`src/rtl/axis_pkg.sv`:
```
`default_nettype none
// ============================================================================
// Module      : axis_pkg
// Description : Shared defaults and FSM state type for the AXI-Stream arbiter.
// Revision    : 1.0 - initial release
// ============================================================================
package axis_pkg;

    localparam int c_N_SRC_DEFAULT  = 4;
    localparam int c_DATA_W_DEFAULT = 8;

    typedef enum logic [0:0] {
        IDLE = 1'b0,
        BUSY = 1'b1
    } state_t;

endpackage
`default_nettype wire

```
`src/rtl/rr_arbiter.sv`:
```
`default_nettype none
// ============================================================================
// Module      : rr_arbiter
// Description : Combinational round-robin pick starting after the last grant.
// Revision    : 1.0 - initial release
// ============================================================================
module rr_arbiter
    import axis_pkg::*;
#(
    parameter int N_SRC = c_N_SRC_DEFAULT
) (
    input  logic [N_SRC-1:0]         i_req,
    input  logic [$clog2(N_SRC)-1:0] i_last_gnt,
    output logic [$clog2(N_SRC)-1:0] o_winner,
    output logic                     o_any_req
);

    localparam int c_IDX_W = $clog2(N_SRC);

    logic [c_IDX_W-1:0] w_idx;

    // Offsets 1..N_SRC visit every source once, ending with last_gnt itself.
    always_comb begin
        w_idx     = '0;
        o_winner  = '0;
        o_any_req = 1'b0;
        for (int k = 1; k <= N_SRC; k++) begin
            w_idx = c_IDX_W'((int'(i_last_gnt) + k) % N_SRC);
            if (!o_any_req && i_req[w_idx]) begin
                o_winner  = w_idx;
                o_any_req = 1'b1;
            end
        end
    end

endmodule
`default_nettype wire

```
`src/rtl/axis_arbiter.sv`:
```
`default_nettype none
// ============================================================================
// Module      : axis_arbiter
// Description : Packet-locked round-robin N:1 AXI-Stream arbiter, no datapath regs.
// Revision    : 1.0 - initial release
// ============================================================================
module axis_arbiter
    import axis_pkg::*;
#(
    parameter int N_SRC  = c_N_SRC_DEFAULT,
    parameter int DATA_W = c_DATA_W_DEFAULT
) (
    input  logic                      axis_aclk,
    input  logic                      axis_arst,
    input  logic [N_SRC*DATA_W-1:0]   s_axis_tdata,
    input  logic [N_SRC-1:0]          s_axis_tvalid,
    input  logic [N_SRC-1:0]          s_axis_tlast,
    output logic [N_SRC-1:0]          s_axis_tready,
    output logic [DATA_W-1:0]         m_axis_tdata,
    output logic                      m_axis_tvalid,
    output logic                      m_axis_tlast,
    output logic [$clog2(N_SRC)-1:0]  m_axis_tid,
    input  logic                      m_axis_tready,
    output logic                      pkt_done
);

    localparam int                 c_IDX_W    = $clog2(N_SRC);
    localparam logic [c_IDX_W-1:0] c_LAST_RST = c_IDX_W'(N_SRC - 1);

    state_t             r_state;
    logic [c_IDX_W-1:0] r_gnt_idx;
    logic [c_IDX_W-1:0] r_last_gnt;
    logic [c_IDX_W-1:0] w_winner;
    logic               w_any_req;
    logic               w_busy;
    logic               w_pkt_end;

    rr_arbiter #(
        .N_SRC (N_SRC)
    ) u_rr_arbiter (
        .i_req      (s_axis_tvalid),
        .i_last_gnt (r_last_gnt),
        .o_winner   (w_winner),
        .o_any_req  (w_any_req)
    );

    assign w_busy        = (r_state == BUSY);
    assign m_axis_tdata  = w_busy ? s_axis_tdata[int'(r_gnt_idx)*DATA_W +: DATA_W] : '0;
    assign m_axis_tvalid = w_busy & s_axis_tvalid[r_gnt_idx];
    assign m_axis_tlast  = w_busy & s_axis_tlast[r_gnt_idx];
    assign m_axis_tid    = r_gnt_idx;
    assign w_pkt_end     = m_axis_tvalid & m_axis_tready & m_axis_tlast;
    assign pkt_done      = w_pkt_end;

    always_comb begin
        s_axis_tready = '0;
        if (w_busy) begin
            s_axis_tready[r_gnt_idx] = m_axis_tready;
        end
    end

    // Grant is held until a tlast beat actually transfers; valid gaps do not release it.
    always_ff @(posedge axis_aclk) begin
        if (axis_arst) begin
            r_state    <= IDLE;
            r_gnt_idx  <= '0;
            r_last_gnt <= c_LAST_RST;
        end else begin
            case (r_state)
                IDLE: begin
                    if (w_any_req) begin
                        r_gnt_idx  <= w_winner;
                        r_last_gnt <= w_winner;
                        r_state    <= BUSY;
                    end
                end
                BUSY: begin
                    if (w_pkt_end) begin
                        r_state <= IDLE;
                    end
                end
                default: r_state <= IDLE;
            endcase
        end
    end

endmodule
`default_nettype wire

```
`config.mk`:
```
export PLATFORM = sky130hd
export DESIGN_NAME = axis_arbiter
export DESIGN_NICKNAME = d
export VERILOG_FILES = /design/src/rtl/axis_pkg.sv /design/src/rtl/rr_arbiter.sv /design/src/rtl/axis_arbiter.sv
export SDC_FILE = /design/constraint.sdc
export NUM_CORES = 1
export LEC_CHECK = 0
export ABC_CLOCK_PERIOD_IN_PS = 3100
export CAP_MARGIN = 20
export CORE_MARGIN = 2
export CORE_UTILIZATION = 32
export DETAILED_ROUTE_END_ITERATION = 10
export PLACE_DENSITY = 0.84
export RECOVER_POWER = 25
export SLEW_MARGIN = 5
export SYNTH_ARGS = -nofsm -noshare
export SYNTH_HDL_FRONTEND = slang
export SYNTH_HIERARCHICAL = 1
export SYNTH_SLANG_ARGS = --single-unit
```
`constraint.sdc`:
```
create_clock -name axis_aclk -period 3.1 [get_ports axis_aclk]
set_input_delay 0.62 -clock axis_aclk [delete_from_list [all_inputs] [get_ports axis_aclk]]
set_output_delay 0.62 -clock axis_aclk [all_outputs]
set_load 0.03 [all_outputs]
```
### Word-level counts from Yosys, hierarchy flattened

Cells that the tools add are included.

* input port bits: 43
* logic and storage cells: 55
* bits in registers: 5
* output and inout port bits: 17

* $lt $le $gt $ge: 6
* shift-type cells: 1
* bitwise operators: 6
* add/sub/neg operators: 4
* muxes and demuxes: 27
* reduce and logical (&&, ||, !) cells: 8

Operator list (number)
* 32-bit by 6-bit indexed part select with 8-bit output: 1
* 2-bit by 3-bit less-than comparator with 1-bit output, second input constant: 5
* 1-bit 2-to-1 mux: 13
* 1-bit binary-select mux with 2-bit select: 6
* 2-bit 2-to-1 mux: 4
* 8-bit 2-to-1 mux: 1
* 2-bit by 1-bit adder with 2-bit output, second input constant: 2
* 2-bit adder, second input constant: 2
* 1-bit AND: 4
* 4-bit AND: 1
* 1-bit logical AND: 4
* 4-bit 2-to-1 mux: 1
* 1-bit zero test: 3
* 1-bit demux with 2-bit select: 1
* 2-bit by 1-bit greater-or-equal comparator with 1-bit output, second input constant: 1
* 1-bit case mux with 2 select lines: 1
* 2-bit AND reduction: 1
* 1-bit NOT: 1

### Depth between registers and ports, before layout

* depth in word-level cells: 15
* mapped depth: 5
* depth with buffers taken out: 5

### Modules after synthesis

The synthesis kept the hierarchy.

By module, submodules not included
* axis_arbiter: cells each 51, seq. area each 100.1 µm², times used 1, area each 525.5 µm²
* rr_arbiter: cells each 14, seq. area each 0.0 µm², times used 1, area each 91.3 µm²

### Worst setup path before layout

Ideal clock, no wire load.

* path kind: reg-to-output
* start: register r_gnt_idx[1] (netlist: m_axis_tid[1])
* end: output s_axis_tready[2]
* buffers on the path: 1
* data arrival time: 1710 ps
* slack: 770 ps
* data required time: 2480 ps
* cell stages (with the launch flop): 4
* cell sequence: dfxtp_1 > clkbuf_1 > inv_1 > nor3_1

* longest elaborated chain between the ends: 6
* elaborated cells between the ends (all ways): 7
* classes of those cells: order compare: 2; mux: 3; bitwise: 1; reduce/logical: 1

RTL lines
* from (decl): line axis_arbiter.sv:31 `logic [c_IDX_W-1:0] r_gnt_idx;`
* from (signal assigned): line axis_arbiter.sv:72 `r_gnt_idx <= w_winner;`
* 2-bit by 3-bit less-than comparator with 1-bit output (implied by the code) or 2-bit by 1-bit greater-or-equal comparator with 1-bit output (tied branches): line axis_arbiter.sv:58 `s_axis_tready[r_gnt_idx] = m_axis_tready;`
* 1-bit logical AND (implied by the code): line axis_arbiter.sv:58
* 1-bit 2-to-1 mux (implied by the code): line axis_arbiter.sv:58
* 1-bit demux with 2-bit select *: line axis_arbiter.sv:58
* 4-bit AND (no source line) *
* 4-bit 2-to-1 mux *: line axis_arbiter.sv:57 `if (w_busy) begin`
* to (decl): line axis_arbiter.sv:18 `output logic [N_SRC-1:0] s_axis_tready,`

Every way passes the cells marked *; elsewhere a longest branch is shown, timed or not.

### Worst setup path after layout

* start: input s_axis_tvalid[2]
* end: output pkt_done

* longest elaborated chain between the ends: 5

RTL lines
* from (decl): line axis_arbiter.sv:16 `input logic [N_SRC-1:0] s_axis_tvalid,`
* 1-bit binary-select mux with 2-bit select: line axis_arbiter.sv:49 `assign m_axis_tvalid = w_busy & s_axis_tvalid[r_gnt_idx];`
* 1-bit 2-to-1 mux (implied by the code): line axis_arbiter.sv:49
* 1-bit AND: line axis_arbiter.sv:49
* 1-bit AND (2 in a row): line axis_arbiter.sv:52 `assign w_pkt_end = m_axis_tvalid & m_axis_tready & m_axis_tlast;`
* to (decl): line axis_arbiter.sv:24 `output logic pkt_done`

Every way passes these cells. The select of a mux whose other input is x is not followed.

==> metrics.txt <==
initial antenna violation count=0; top cell type's share of synthesized area=0.365; Die Y-Extent=47.9 um; WL final=2270 um; ranking of synthesized cells by area=mux4_2, dfxtp_1, and2_1; area of the multi-input gates=477 um2; core area=1760 um2; Slew Viols, Final=0; Clock Path Buffers=2; DR vias=757; layout cells sized above 1=0.155; Hold WS=555 ps; Worst slew margin=0.591; Syn Area/Cell=9.49 um2; # Post-CTS Setup Buffers=0; Antenna Violating Nets Remaining=0; die area=2290 um2; CTS buffer count=3; Final Hold Fails=0; status=completed; critical path arrival=2370 ps; nets@finish=173; Starting Density=0.350; worst-path fanout max=4; average vias per placed instance=4.92; I/O pin total=60; cell area after synthesis=617 um2; Port Buf Inserts=59; Final Skew=5.19 ps; Yosys warnings=6; post-route cell area=1270 um2; Fill cells=160; Hold Path Class=reg2reg; Max rail drop VDD=271 uV; kind of critical path=in2out; DIE WIDTH=47.9 um; Max Cap Viol=0; sequential cell area=100 um2; min Tclk post-route=2990 ps; Tightest Pin Transition=612 ps; Unique masters post-synth=21; PD cells=288 nW/um2; Seq/Total Area, Yosys=0.162; R2R depth=3; Final Setup Violations=0; RSZ-0062 raised after global routing=no; global-route usage over all layers=0.197; first-pass GRT wire length=3190 um; clk slew on worst S/H paths=40 ps; Diodes inserted=0; leakage=0.463 nW; WP data required=2480 ps; hpwl dp=1930 um; synthesized net count=108; largest net degree at the start of global routing=16; PostCTS Resize Cnt=0; CTS tree=built; Crit. End Element=output port; CTS H-tree depth=1; CTS root buffer=clkbuf_4; Site Rows=15; Synth Instances=65; Worst-Skew Late Latency=240 ps; routed len/inst=14.7 um; Tcrit/Tclk final=0.964; drc violations=0; Worst setup SP type=input pin; drt pass-1 iters=4; GR Overflow Total=0; Min-Delay Path Depth=2; post-synth top area cell=mux4_2; number of global-route vias before repair=743; Placer Congestion=0.688; Initial DRC Count=12; number of synthesized register bits=5; setup_tns=0 ps; hold_buf cts=0; Synth-to-Final Area Change=105%; Max Clk Rate=0.335 GHz; clk sink count=5; Placed Area=1250 um2
worst paths after layout:
check | start | endpoint | slack (ps)
setup reg to reg | m_axis_tid[0] | r_state | 1510
setup / recovery | s_axis_tvalid[2] | pkt_done | 110
hold reg to reg | r_last_gnt[0] | r_last_gnt[0] | 560
hold / removal | r_last_gnt[0] | r_last_gnt[0] | 560
registers in the layout, indices dropped and copies added, names as in the netlist:
register    count
m_axis_tid      2
r_state         1
r_last_gnt      2
kinds of logic (layout without fill, tap and decap cells):
family                 after synthesis  in the layout  synth area share
muxes                               11             11             0.381
AOI/OAI and AO/OA                    9              9            0.0974
buffers and inverters                6             70            0.0548
and+or+nand+nor                     34             34             0.304
DFF                                  5              5             0.162
worst max-delay path: stages:
cell and delay (ps):
clkdlybuf4s50_1 460, mux4_2 480, and3b_4 210, clkdlybuf4s50_1 600
through the flow:
| stage | total power [mW] | utilization | setup WS [ps] | cells |
|---|---|---|---|---|
| 5_1_grt | 0.387 | 0.718 | 24.0 | 154 |
| 3_3_place_gp | 0.289 | 0.709 | 127 | 150 |
| 2_1_floorplan | 0.190 | - | 770 | 65 |
| 6_report | 0.365 | 0.718 | 112 | 154 |
| 4_1_cts | 0.373 | 0.723 | 102 | 154 |
| 3_5_place_dp | 0.294 | 0.709 | 109 | 150 |
per-layer routing:
metal / vias to the layer above / global-route usage / share of wire / wire, um
met3: 0 / 0.0830 / 0.15 / 339
met5: - / 0 / 0 / 0
met1: 347 / 0.215 / 0.38 / 867
met4: 0 / 0.0432 / 0 / 0
li1: 368 / - / - / -
met2: 42 / 0.355 / 0.47 / 1060
final cells by class:
| type | count | share of cell area |
|---|---|---|
| timing repair buffer | 64 | 0.493 |
| clock buffer | 4 | 0.0208 |
| sequential | 5 | 0.0791 |
| inverter | 2 | 0.00593 |
| multi-input combinational | 54 | 0.376 |
| tap | 25 | 0.0247 |
where the power goes:
group	total [mW]	internal, mW	switching, mW
sequential	0.0881	0.0708	0.0173
combinational	0.201	0.124	0.0774
clock	0.0754	0.0487	0.0267
cells in the mapped netlist:
library cell	number
o221ai_2	1
nand3_1	1
a21oi_2	1
clkbuf_1	2
nor2b_1	1
mux2i_1	1
and2_1	10
and2b_1	1
a21oi_1	6
nor2_1	5
nand2b_1	4
a31oi_1	1
nor3_2	1
nor3_1	2
mux4_2	10
dfxtp_1	5
buf_6	1
buf_4	1
inv_1	2
and3b_4	1
nand2_1	8
cells in the final DEF, fill, tap and decap left out, drive strengths merged, types with 2 or more instances in the layout:
master,netlist,final
inv,2,2
clkdlybuf4s50,0,59
dfxtp,5,5
nand2b,4,4
nand2,8,8
clkbuf,2,5
nor2,5,5
and2,10,10
buf,2,4
mux4,10,10
nor3,3,3
a21oi,7,7
Note: power is estimated with default switching activity, not from simulation.
